<file path="src/rtl/npm_toggle_timer_sequencer_pkg.sv">
// Shared definitions for the NAND-primitive timer step sequencer.
package npm_toggle_timer_sequencer_pkg;

   localparam int OPT_CE  = 0;
   localparam int OPT_DQS = 1;
   localparam int OPT_SIG = 2;

   localparam int OptionWidth = 3;
   localparam int CountWidth  = 16;
   localparam int StepWidth   = OptionWidth + CountWidth;

   localparam int SeqStateWidth = 4;
   localparam logic [SeqStateWidth-1:0] ST_IDLE  = 4'b0001;
   localparam logic [SeqStateWidth-1:0] ST_ISSUE = 4'b0010;
   localparam logic [SeqStateWidth-1:0] ST_WAIT  = 4'b0100;
   localparam logic [SeqStateWidth-1:0] ST_DONE  = 4'b1000;

   typedef struct packed {
      logic [OptionWidth-1:0] option;
      logic [CountWidth-1:0]  num_of_data;
   } step_t;

   function automatic step_t make_step(input logic [OptionWidth-1:0] option,
                                       input logic [CountWidth-1:0] num_of_data);
      step_t s;
      s.option      = option;
      s.num_of_data = num_of_data;
      return s;
   endfunction

endpackage

</file>
<file path="src/rtl/npm_toggle_timer_sequencer_if.sv">
// Bundle between the dispatcher/timer side (master) and the step sequencer (slave).
interface npm_toggle_timer_sequencer_if #(
   parameter int NumberOfWays  = 4,
   parameter int StepAddrWidth = 3
);
   logic                     iStepWrite;
   logic [StepAddrWidth-1:0] iStepAddr;
   logic [2:0]               iStepOption;
   logic [15:0]              iStepNumOfData;
   logic                     iStart;
   logic [NumberOfWays-1:0]  iTargetWay;
   logic [StepAddrWidth-1:0] iLastStepIndex;
   logic                     oReady;
   logic                     oDone;
   logic [StepAddrWidth-1:0] oCurrentStep;
   logic                     oTimerStart;
   logic [2:0]               oTimerOption;
   logic [15:0]              oTimerNumOfData;
   logic [NumberOfWays-1:0]  oTimerTargetWay;
   logic                     iTimerReady;
   logic                     iTimerLastStep;

   modport master (
      output iStepWrite, iStepAddr, iStepOption, iStepNumOfData,
      output iStart, iTargetWay, iLastStepIndex,
      output iTimerReady, iTimerLastStep,
      input  oReady, oDone, oCurrentStep,
      input  oTimerStart, oTimerOption, oTimerNumOfData, oTimerTargetWay
   );

   modport slave (
      input  iStepWrite, iStepAddr, iStepOption, iStepNumOfData,
      input  iStart, iTargetWay, iLastStepIndex,
      input  iTimerReady, iTimerLastStep,
      output oReady, oDone, oCurrentStep,
      output oTimerStart, oTimerOption, oTimerNumOfData, oTimerTargetWay
   );
endinterface

</file>
<file path="src/rtl/npm_toggle_timer_step_table.sv">
// Step table: one write port, two combinational read ports (current and next step), no reset.
module npm_toggle_timer_step_table
   import npm_toggle_timer_sequencer_pkg::*;
#(
   parameter int StepAddrWidth = 3
) (
   input  logic                     clk,
   input  logic                     write_en,
   input  logic [StepAddrWidth-1:0] write_addr,
   input  step_t                    write_data,
   input  logic [StepAddrWidth-1:0] read_addr_a,
   output step_t                    read_data_a,
   input  logic [StepAddrWidth-1:0] read_addr_b,
   output step_t                    read_data_b
);
   step_t table_q [2**StepAddrWidth];

   // store a programmed step; contents deliberately survive reset
   always_ff @(posedge clk) begin
      if (write_en) table_q[write_addr] <= write_data;
   end

   assign read_data_a = table_q[read_addr_a];
   assign read_data_b = table_q[read_addr_b];

endmodule

</file>
<file path="src/rtl/npm_toggle_timer_sequencer.sv">
// Issues a programmed list of timer steps to the timer as one gap-free job.
module npm_toggle_timer_sequencer
   import npm_toggle_timer_sequencer_pkg::*;
#(
   parameter int NumberOfWays  = 4,
   parameter int StepAddrWidth = 3
) (
   input logic iSystemClock,
   input logic iReset,
   npm_toggle_timer_sequencer_if.slave bus
);
   logic [SeqStateWidth-1:0] state;
   logic [StepAddrWidth-1:0] step_index;
   logic [StepAddrWidth-1:0] last_index;
   logic [StepAddrWidth-1:0] next_index;
   logic [NumberOfWays-1:0]  target_way;
   logic                     table_write;
   logic                     chain;
   step_t                    write_step;
   step_t                    cur_step;
   step_t                    next_step;
   step_t                    issue_step;

   assign table_write = bus.iStepWrite && (state == ST_IDLE);
   assign write_step  = make_step(bus.iStepOption, bus.iStepNumOfData);
   assign next_index  = step_index + StepAddrWidth'(1);

   npm_toggle_timer_step_table #(
      .StepAddrWidth(StepAddrWidth)
   ) u_step_table (
      .clk        (iSystemClock),
      .write_en   (table_write),
      .write_addr (bus.iStepAddr),
      .write_data (write_step),
      .read_addr_a(step_index),
      .read_data_a(cur_step),
      .read_addr_b(next_index),
      .read_data_b(next_step)
   );

   // the timer flags its last cycle; when more steps remain, start the next one in that same cycle
   assign chain = (state == ST_WAIT) && bus.iTimerLastStep && (step_index != last_index);

   // select what the timer sees: next step while chaining, zeros while idle, current step otherwise
   always_comb begin
      issue_step = cur_step;
      if (state == ST_IDLE)
         issue_step = '0;
      else if (chain)
         issue_step = next_step;
   end

   // job sequencing: latch the job at start, walk the table on each last-step, pulse done at the end
   always_ff @(posedge iSystemClock) begin
      if (iReset) begin
         state      <= ST_IDLE;
         step_index <= '0;
         last_index <= '0;
         target_way <= '0;
      end else begin
         case (state)
            ST_IDLE: begin
               if (bus.iStart) begin
                  target_way <= bus.iTargetWay;
                  last_index <= bus.iLastStepIndex;
                  step_index <= '0;
                  state      <= ST_ISSUE;
               end
            end
            ST_ISSUE: begin
               if (bus.iTimerReady) state <= ST_WAIT;
            end
            ST_WAIT: begin
               if (bus.iTimerLastStep) begin
                  if (step_index != last_index)
                     step_index <= next_index;
                  else
                     state <= ST_DONE;
               end
            end
            ST_DONE: begin
               state      <= ST_IDLE;
               step_index <= '0;
               target_way <= '0;
            end
            default: begin
               state      <= ST_IDLE;
               step_index <= '0;
               target_way <= '0;
            end
         endcase
      end
   end

   assign bus.oReady          = (state == ST_IDLE);
   assign bus.oDone           = (state == ST_DONE);
   assign bus.oCurrentStep    = step_index;
   assign bus.oTimerStart     = (state == ST_ISSUE) || chain;
   assign bus.oTimerOption    = issue_step.option;
   assign bus.oTimerNumOfData = issue_step.num_of_data;
   assign bus.oTimerTargetWay = target_way;

endmodule

</file>
<file path="src/flat_wrapper.sv">
// flat-port wrapper written by rule: the top's interface ports become plain ports
module npm_toggle_timer_sequencer_flat import npm_toggle_timer_sequencer_pkg::*;
#(
   parameter int NumberOfWays  = 4,
   parameter int StepAddrWidth = 3
)
  (iSystemClock, iReset, bus_iStepWrite, bus_iStepAddr, bus_iStepOption, bus_iStepNumOfData, bus_iStart, bus_iTargetWay, bus_iLastStepIndex, bus_iTimerReady, bus_iTimerLastStep, bus_oReady, bus_oDone, bus_oCurrentStep, bus_oTimerStart, bus_oTimerOption, bus_oTimerNumOfData, bus_oTimerTargetWay);
  npm_toggle_timer_sequencer_if #(.NumberOfWays(NumberOfWays), .StepAddrWidth(StepAddrWidth)) bus_i ();
  input logic iSystemClock;
  input logic iReset;
  input wire logic [$bits(bus_i.iStepWrite)-1:0] bus_iStepWrite;
  input wire logic [$bits(bus_i.iStepAddr)-1:0] bus_iStepAddr;
  input wire logic [$bits(bus_i.iStepOption)-1:0] bus_iStepOption;
  input wire logic [$bits(bus_i.iStepNumOfData)-1:0] bus_iStepNumOfData;
  input wire logic [$bits(bus_i.iStart)-1:0] bus_iStart;
  input wire logic [$bits(bus_i.iTargetWay)-1:0] bus_iTargetWay;
  input wire logic [$bits(bus_i.iLastStepIndex)-1:0] bus_iLastStepIndex;
  input wire logic [$bits(bus_i.iTimerReady)-1:0] bus_iTimerReady;
  input wire logic [$bits(bus_i.iTimerLastStep)-1:0] bus_iTimerLastStep;
  output wire logic [$bits(bus_i.oReady)-1:0] bus_oReady;
  output wire logic [$bits(bus_i.oDone)-1:0] bus_oDone;
  output wire logic [$bits(bus_i.oCurrentStep)-1:0] bus_oCurrentStep;
  output wire logic [$bits(bus_i.oTimerStart)-1:0] bus_oTimerStart;
  output wire logic [$bits(bus_i.oTimerOption)-1:0] bus_oTimerOption;
  output wire logic [$bits(bus_i.oTimerNumOfData)-1:0] bus_oTimerNumOfData;
  output wire logic [$bits(bus_i.oTimerTargetWay)-1:0] bus_oTimerTargetWay;
  assign bus_i.iStepWrite = bus_iStepWrite;
  assign bus_i.iStepAddr = bus_iStepAddr;
  assign bus_i.iStepOption = bus_iStepOption;
  assign bus_i.iStepNumOfData = bus_iStepNumOfData;
  assign bus_i.iStart = bus_iStart;
  assign bus_i.iTargetWay = bus_iTargetWay;
  assign bus_i.iLastStepIndex = bus_iLastStepIndex;
  assign bus_i.iTimerReady = bus_iTimerReady;
  assign bus_i.iTimerLastStep = bus_iTimerLastStep;
  assign bus_oReady = bus_i.oReady;
  assign bus_oDone = bus_i.oDone;
  assign bus_oCurrentStep = bus_i.oCurrentStep;
  assign bus_oTimerStart = bus_i.oTimerStart;
  assign bus_oTimerOption = bus_i.oTimerOption;
  assign bus_oTimerNumOfData = bus_i.oTimerNumOfData;
  assign bus_oTimerTargetWay = bus_i.oTimerTargetWay;
  npm_toggle_timer_sequencer #(.NumberOfWays(NumberOfWays), .StepAddrWidth(StepAddrWidth)) u_core (.iSystemClock(iSystemClock), .iReset(iReset), .bus(bus_i));
endmodule
</file>
<file path="config.mk">
export PLATFORM = sky130hd
export DESIGN_NAME = npm_toggle_timer_sequencer_flat
export DESIGN_NICKNAME = d
export VERILOG_FILES = /design/src/rtl/npm_toggle_timer_sequencer_pkg.sv /design/src/rtl/npm_toggle_timer_sequencer_if.sv /design/src/rtl/npm_toggle_timer_step_table.sv /design/src/rtl/npm_toggle_timer_sequencer.sv /design/src/flat_wrapper.sv
export SDC_FILE = /design/constraint.sdc
export NUM_CORES = 1
export LEC_CHECK = 0
export ABC_AREA = 1
export CORE_ASPECT_RATIO = 1.25
export CORE_MARGIN = 2
export CORE_UTILIZATION = 49
export CTS_CLUSTER_DIAMETER = 80
export CTS_CLUSTER_SIZE = 30
export DETAILED_ROUTE_END_ITERATION = 6
export HOLD_SLACK_MARGIN = 0.12
export PLACE_DENSITY = 0.73
export SLEW_MARGIN = 20
export SYNTH_ARGS = -nofsm -noshare
export SYNTH_HDL_FRONTEND = slang
export SYNTH_SLANG_ARGS = --single-unit
</file>
<file path="constraint.sdc">
create_clock -name iSystemClock -period 7.9 [get_ports iSystemClock]
set_clock_uncertainty 0.1 [all_clocks]
set_input_delay 1.975 -clock iSystemClock [delete_from_list [all_inputs] [get_ports iSystemClock]]
set_output_delay 1.975 -clock iSystemClock [all_outputs]
set_load 0.1 [all_outputs]
</file>
==> results.py <==
metrics = {
    "worst_setup_path": {
        "r2r_setup_slack_ns": 5.33,
        "arrival_ns": 4.22,
        "setup.worst_path.end": "bus_oTimerStart",
        "startpoint": "bus_iTimerLastStep",
        "path_class": "in2out",
        "crit_fanout": 39,
        "reg2reg_from": "u_core.state[3]",
        "r2r_end": "u_core.u_step_table.table_q[3][2]",
        "start_kind": "input pin",
        "end_kind": "output port",
        "cp.required_ns": 5.83,
        "reg2regPathDepth": 7,
    },
    "place": {
        "port-buffer-count": 63,
        "dp_hpwl_um": 12220,
        "place_congestion": 0.8205,
    },
    "pwr": {
        "ir_drop_v": 0.0001619,
        "power_density_nw_per_um2": 231.7,
        "fin_total_pwr_uw": 2289,
        "p_leak_uw": 0.004116,
    },
    "global_routing": {
        "grt_max_degree": 78,
        "antenna_found_initial": 0,
        "grt_usage_pct": 24.58,
        "grt_pass1_wl_um": 34390,
        "first_global_vias": 6816,
        "grt.overflow.total": 0,
    },
    "yosys": {
        "avgSynthCellArea_um2": 8.188,
        "synth-edff-count": 152,
        "synth_common_cells": "nand2_1, nand3_1, edfxtp_1",
        "yosysWarnings": 0,
        "synth_top_area_cell": "edfxtp_1",
        "synth_ff_type": "edfxtp_1",
        "async_flop_share_pct": 0,
        "synth_top_area_share_pct": 53.24,
        "synth.area.top_cells": "edfxtp_1, nand2_1, nand3_1",
        "synth.cell_area_um2": 8573,
        "synth_cells": 1047,
        "ys_seq_area_share_pct": 57.21,
        "yosysMostFrequentCell": "nand2_1",
        "syn-num-nets": 1083,
        "ys_ff_latch": 169,
        "ys_types": 21,
    },
    "clock_tree": {
        "cts_max_level": 4,
        "cts_sinks": 169,
        "ctsResizeCount": 0,
        "clk_pin_slew_worst_paths_ns": 0.06,
        "cts.path.max_buffers": 2,
        "cts_buffers": 17,
        "hold_buffers": 0,
        "post-cts-setup-buffers": 0,
        "clk-insertion-delay-late_ns": 0.43,
        "cts_tree": "built",
        "cts_root_buffer": "clkbuf_16",
    },
    "job": {
        "maxCapViolCount": 0,
    },
    "route": {
        "post-route-drc-count": 0,
        "dr.pass1.iters": 6,
        "vias": 7240,
        "routedWlPerCell_um": 16.98,
        "routed_wl_um": 22400,
        "drtAntennaViolNets": 0,
        "drt-vias-per-instance": 5.489,
        "drt-initial-drc-count": 678,
    },
    "sta": {
        "tightest_slew_ns": 1.011,
        "rsz0062_at_grt": "false",
        "finalCriticalPeriod_ns": 6.291,
        "finalHoldViolCount": 0,
        "max_slew_margin_pct": 32.54,
        "finalSetupViolations": 0,
        "period_share_pct": 79.64,
        "slew_violations": 0,
        "max_freq_mhz": 158.9,
        "tns_ns": 0,
    },
    "finish": {
        "nets": 1118,
        "area_growth_pct": 15.21,
        "drive_gt1_share_pct": 8.128,
        "antenna_cells": 0,
    },
    "floorplan": {
        "die_y_um": 151.9,
        "io-pin-count": 64,
        "rows": 54,
        "fp.dieW_um": 122.3,
        "initial_core_util_pct": 49.57,
        "fp.dieArea_um2": 18580,
        "core_um2": 17300,
    },
    "run_status": {
        "status": "completed",
    },
    "worst_hold_path": {
        "hold_path.class": "reg2reg",
    },
}
[worst max-delay path, stage by stage]
cell	delay (ns)
clkdlybuf4s50_1	0.45
inv_1	0.06
nor2_2	0.16
nand2_2	0.06
buf_4	0.27
nand2_1	0.11
clkdlybuf4s50_1	1.13
[through the flow]
stage	setup slack [ns]	cells	hold slack [ns]	util [%]	cell area, µm²
floorplan	2.066	1047	0.3432	-	8573
global placement	1.626	1287	0.3487	53.68	9285
detailed placement	1.608	1287	0.3587	53.68	9285
CTS	1.596	1319	0.3685	57.10	9877
global route	1.536	1319	0.3932	57.10	9877
finish	1.609	1319	0.3668	57.10	9877
[logic make-up after synthesis]
kind of cell,synth area share [%]
XOR/XNOR,0.2044
buffers and inverters,4.801
flip-flops,57.21
AND/OR/NAND/NOR,35.45
AO/OA/AOI/OAI,2.189
adder cells (fa/ha/maj),0.1459
[cells in the final DEF, fill, tap and decap left out, types with 3 or more instances in the layout]
cell | synthesis | routed
clkdlybuf4s50_1 | 0 | 44
nand3_1 | 156 | 156
nand2_1 | 540 | 540
o21ai_0 | 7 | 7
clkinv_4 | 0 | 3
inv_1 | 17 | 15
nor2_2 | 4 | 6
clkbuf_16 | 0 | 17
nor3_2 | 0 | 4
nor2_1 | 45 | 41
dfxtp_1 | 17 | 15
clkinvlp_4 | 0 | 3
inv_6 | 0 | 3
edfxtp_1 | 152 | 152
buf_4 | 9 | 36
a21oi_1 | 29 | 29
inv_2 | 4 | 5
[cell type report]
| cell class | count | area [µm²] |
|---|---|---|
| clock buffer | 18 | 429.2 |
| clock inverter | 14 | 162.7 |
| fill | 1526 | 7420 |
| inverter | 22 | 82.58 |
| multi-input combinational | 792 | 3304 |
| sequential | 169 | 4907 |
| tap | 224 | 280.3 |
| timing repair buffer | 80 | 710.7 |
[registers in the layout, indices dropped and copies added (netlist names), named ones only]
register and cells:
u_core.state 4, u_core.last_index 3, u_core.bus.oCurrentStep 3, u_core.u_step_table.table_q 152, u_core.bus.oTimerTargetWay 4
[layer usage]
layer | vias up | routed length, µm | GRT usage, %
li1 | 3502 | - | -
met1 | 3303 | 8283 | 28.20
met2 | 375 | 11490 | 42.99
met3 | 60 | 1975 | 4.730
met4 | 0 | 648 | 12.48
met5 | - | 0 | 0
[power by group]
part | total [µW] | switching [µW] | internal [µW]
clock | 826 | 353 | 473
sequential | 1020 | 13.4 | 1010
combinational | 442 | 346 | 96.9
total | 2290 | 712 | 1580
[worst min path at each step]
stage | from | slack (ns) | endpoint | depth (start not counted)
floorplan | u_core.last_index[0] | 0.34 | u_core.last_index[0] | 2
global placement | u_core.bus.oTimerTargetWay[1] | 0.35 | u_core.bus.oTimerTargetWay[1] | 2
detailed placement | u_core.bus.oTimerTargetWay[1] | 0.36 | u_core.bus.oTimerTargetWay[1] | 2
CTS | u_core.bus.oTimerTargetWay[1] | 0.37 | u_core.bus.oTimerTargetWay[1] | 2
global route | u_core.bus.oTimerTargetWay[1] | 0.39 | u_core.bus.oTimerTargetWay[1] | 2
finish | u_core.bus.oTimerTargetWay[1] | 0.37 | u_core.bus.oTimerTargetWay[1] | 2
Power figures use the tool's default switching activity.
==> variant, RTL diff (same settings) <==
`SeqStateWidth`: 4 -> 6.
--- a/src/rtl/npm_toggle_timer_sequencer_pkg.sv
+++ b/src/rtl/npm_toggle_timer_sequencer_pkg.sv
@@ -9,7 +9,7 @@
    localparam int CountWidth  = 16;
    localparam int StepWidth   = OptionWidth + CountWidth;
 
-   localparam int SeqStateWidth = 4;
+   localparam int SeqStateWidth = 6;
    localparam logic [SeqStateWidth-1:0] ST_IDLE  = 4'b0001;
    localparam logic [SeqStateWidth-1:0] ST_ISSUE = 4'b0010;
    localparam logic [SeqStateWidth-1:0] ST_WAIT  = 4'b0100;
Function: no difference found for any inputs over 4 cycles, from zero or initial values and one cycle with iReset high; that may be too few to reach the edited logic, so the function may still have changed.
==> variant against the unedited design <==
- design area up 1.2%
- setup slack worse by 0.26 ns
- sequential cell count is the same
- combinational power fell by 2%
- maximum frequency is 3.9% lower
- register-to-register slack improved by 0.16 ns
- clock power rose by 4.0%
- wire length about the same
- first-iteration DRC count grew 14%
- total power increased by 0.95%
- area after synthesis up 0.83%
==> variant: results (changes against the unedited design) <==
- HP Start: u_core.bus.oTimerTargetWay[2] (was u_core.bus.oTimerTargetWay[1])
- Final period util: 82.9% (was 79.6%)
- N_diodes: 0 (unchanged)
- Total track usage: 24.7% (was 24.6%)
- Worst slew pin tran: 1.08 ns (was 1.01 ns)
- YS warnings: 0 (unchanged)
- Drt total wl: 22,400 µm (about the same)
- Crit Path Max Fanout: 39 (unchanged)
- Clk_lat worst skew: 0.42 ns
- Worst VDD drop: 0.000153 V (was 0.000162 V)
- CP peak stage delay: 1.15 ns (was 1.13 ns)
- WHS Endpoint: u_core.bus.oTimerTargetWay[2] (was u_core.bus.oTimerTargetWay[1])
- Number of synthesized flops with an enable pin: 152 (unchanged)
- Cells on Worst Hold Path: 2 (unchanged)
- R2R Path Start: u_core.bus.oCurrentStep[0] (was u_core.state[3])
- Comb group: 432 µW (was 442 µW)
- Cell leakage power: 4.11 nW (was 4.12 nW)
- DRT Pass-1 Iters: 5 (was 6)
- Syn nets: 1,084 (was 1,083)
- Largest net degree at the start of global routing: 81 (was 78)
- Register area share after synthesis: 56.7% (was 57.2%)
- Clock Power Share: 37.2% (was 36.1%)
- FF-to-FF path depth: 10 (was 7)
- Top cells by count, synth: 538 x nand2_1, 156 x nand3_1, 152 x edfxtp_1 (was 540 x nand2_1, 156 x nand3_1, 152 x edfxtp_1)
- # fillers: 1,445 (was 1,526)
- Place WS: 1.33 ns (was 1.61 ns)
- Worst EP arrival: 4.47 ns (was 4.22 ns)
- Main synth FF type: edfxtp_1 (unchanged)
- Reg2reg setup slack: 5.49 ns (was 5.33 ns)
- Clk slew on worst S/H paths: 0.07 ns
- Nets: 1,121 (was 1,118)
- Placed instance area: 0.00939 mm² (was 0.00929 mm²)
- Slowest cell on crit path: clkdlybuf4s50_1 (unchanged)
- Synth unique cells: 25 (was 21)
- Setup_tns: 0 ns (unchanged)
- P_int: 1.63 mW (was 1.58 mW)
- Placed wire-length estimate: 12,300 µm (was 12,200 µm)
- Avg Cell Area, Syn: 8.25 µm² (was 8.19 µm²)
- Layout cells sized above 1: 7.29% (was 8.13%)
- Pwr Total: 2.31 mW (was 2.29 mW)
- RD Place Congestion: 0.793 (was 0.821)
- Setup crit start: bus_iTimerLastStep (unchanged)
- Starting DRC count in detailed routing: 772 (was 678)
- Post-CTS Setup Inserts: 0 (unchanged)
- Clock root buffer: clkbuf_16 (unchanged)
- Crit path to: bus_oTimerNumOfData[4] (was bus_oTimerStart)
- Vias/cell: 5.46 (was 5.49)
- Run status: finished, final reports clean (unchanged)
- Drt wl/cell: 16.9 µm (was 17.0 µm)
- Most area-consuming cells after synthesis: edfxtp_1 53%, nand2_1 23%, nand3_1 9.0% (was edfxtp_1 53%, nand2_1 24%, nand3_1 9.1%)
- Final Hold Fails: 0 (unchanged)
- First-pass GRT wire length: 35,200 µm (was 34,400 µm)
- Vias in the first global route: 6,945 (was 6,816)
- Min-delay worst type: reg2reg (unchanged)
- Hold Worst Slack: 0.364 ns (was 0.367 ns)
==> variant: layer usage <==
metal	wire, µm	track usage [%]	share of wire (%)
met1	8470	30.4	38
met2	11400	43.2	51
met3	1980	3.63	8.8
met4	503	9.20	2.2
met5	0	0	0
==> variant: cell families (layout without fill, tap and decap cells) <==
group                    Yosys count  count (layout)  share of synthesized area [%]
AO/OA/AOI/OAI                     37              37                           2.56
XOR/XNOR                           2               2                          0.203
adder cells (fa/ha/maj)            1               1                          0.145
buffers and inverters             87             137                           5.04
flip-flops                       169             169                           56.7
AND/OR/NAND/NOR                  752             752                           35.3
==> variant: area by class of cell <==
class | count | area, µm² | area share [%]
Sequential cell | 169 | 4910 | 49.1
Multi-Input combinational cell | 792 | 3340 | 33.4
Timing Repair Buffer | 82 | 771 | 7.71
Clock buffer | 19 | 433 | 4.33
Tap cell | 224 | 280 | 2.80
Clock inverter | 13 | 178 | 1.78
Inverter | 23 | 86.3 | 0.863
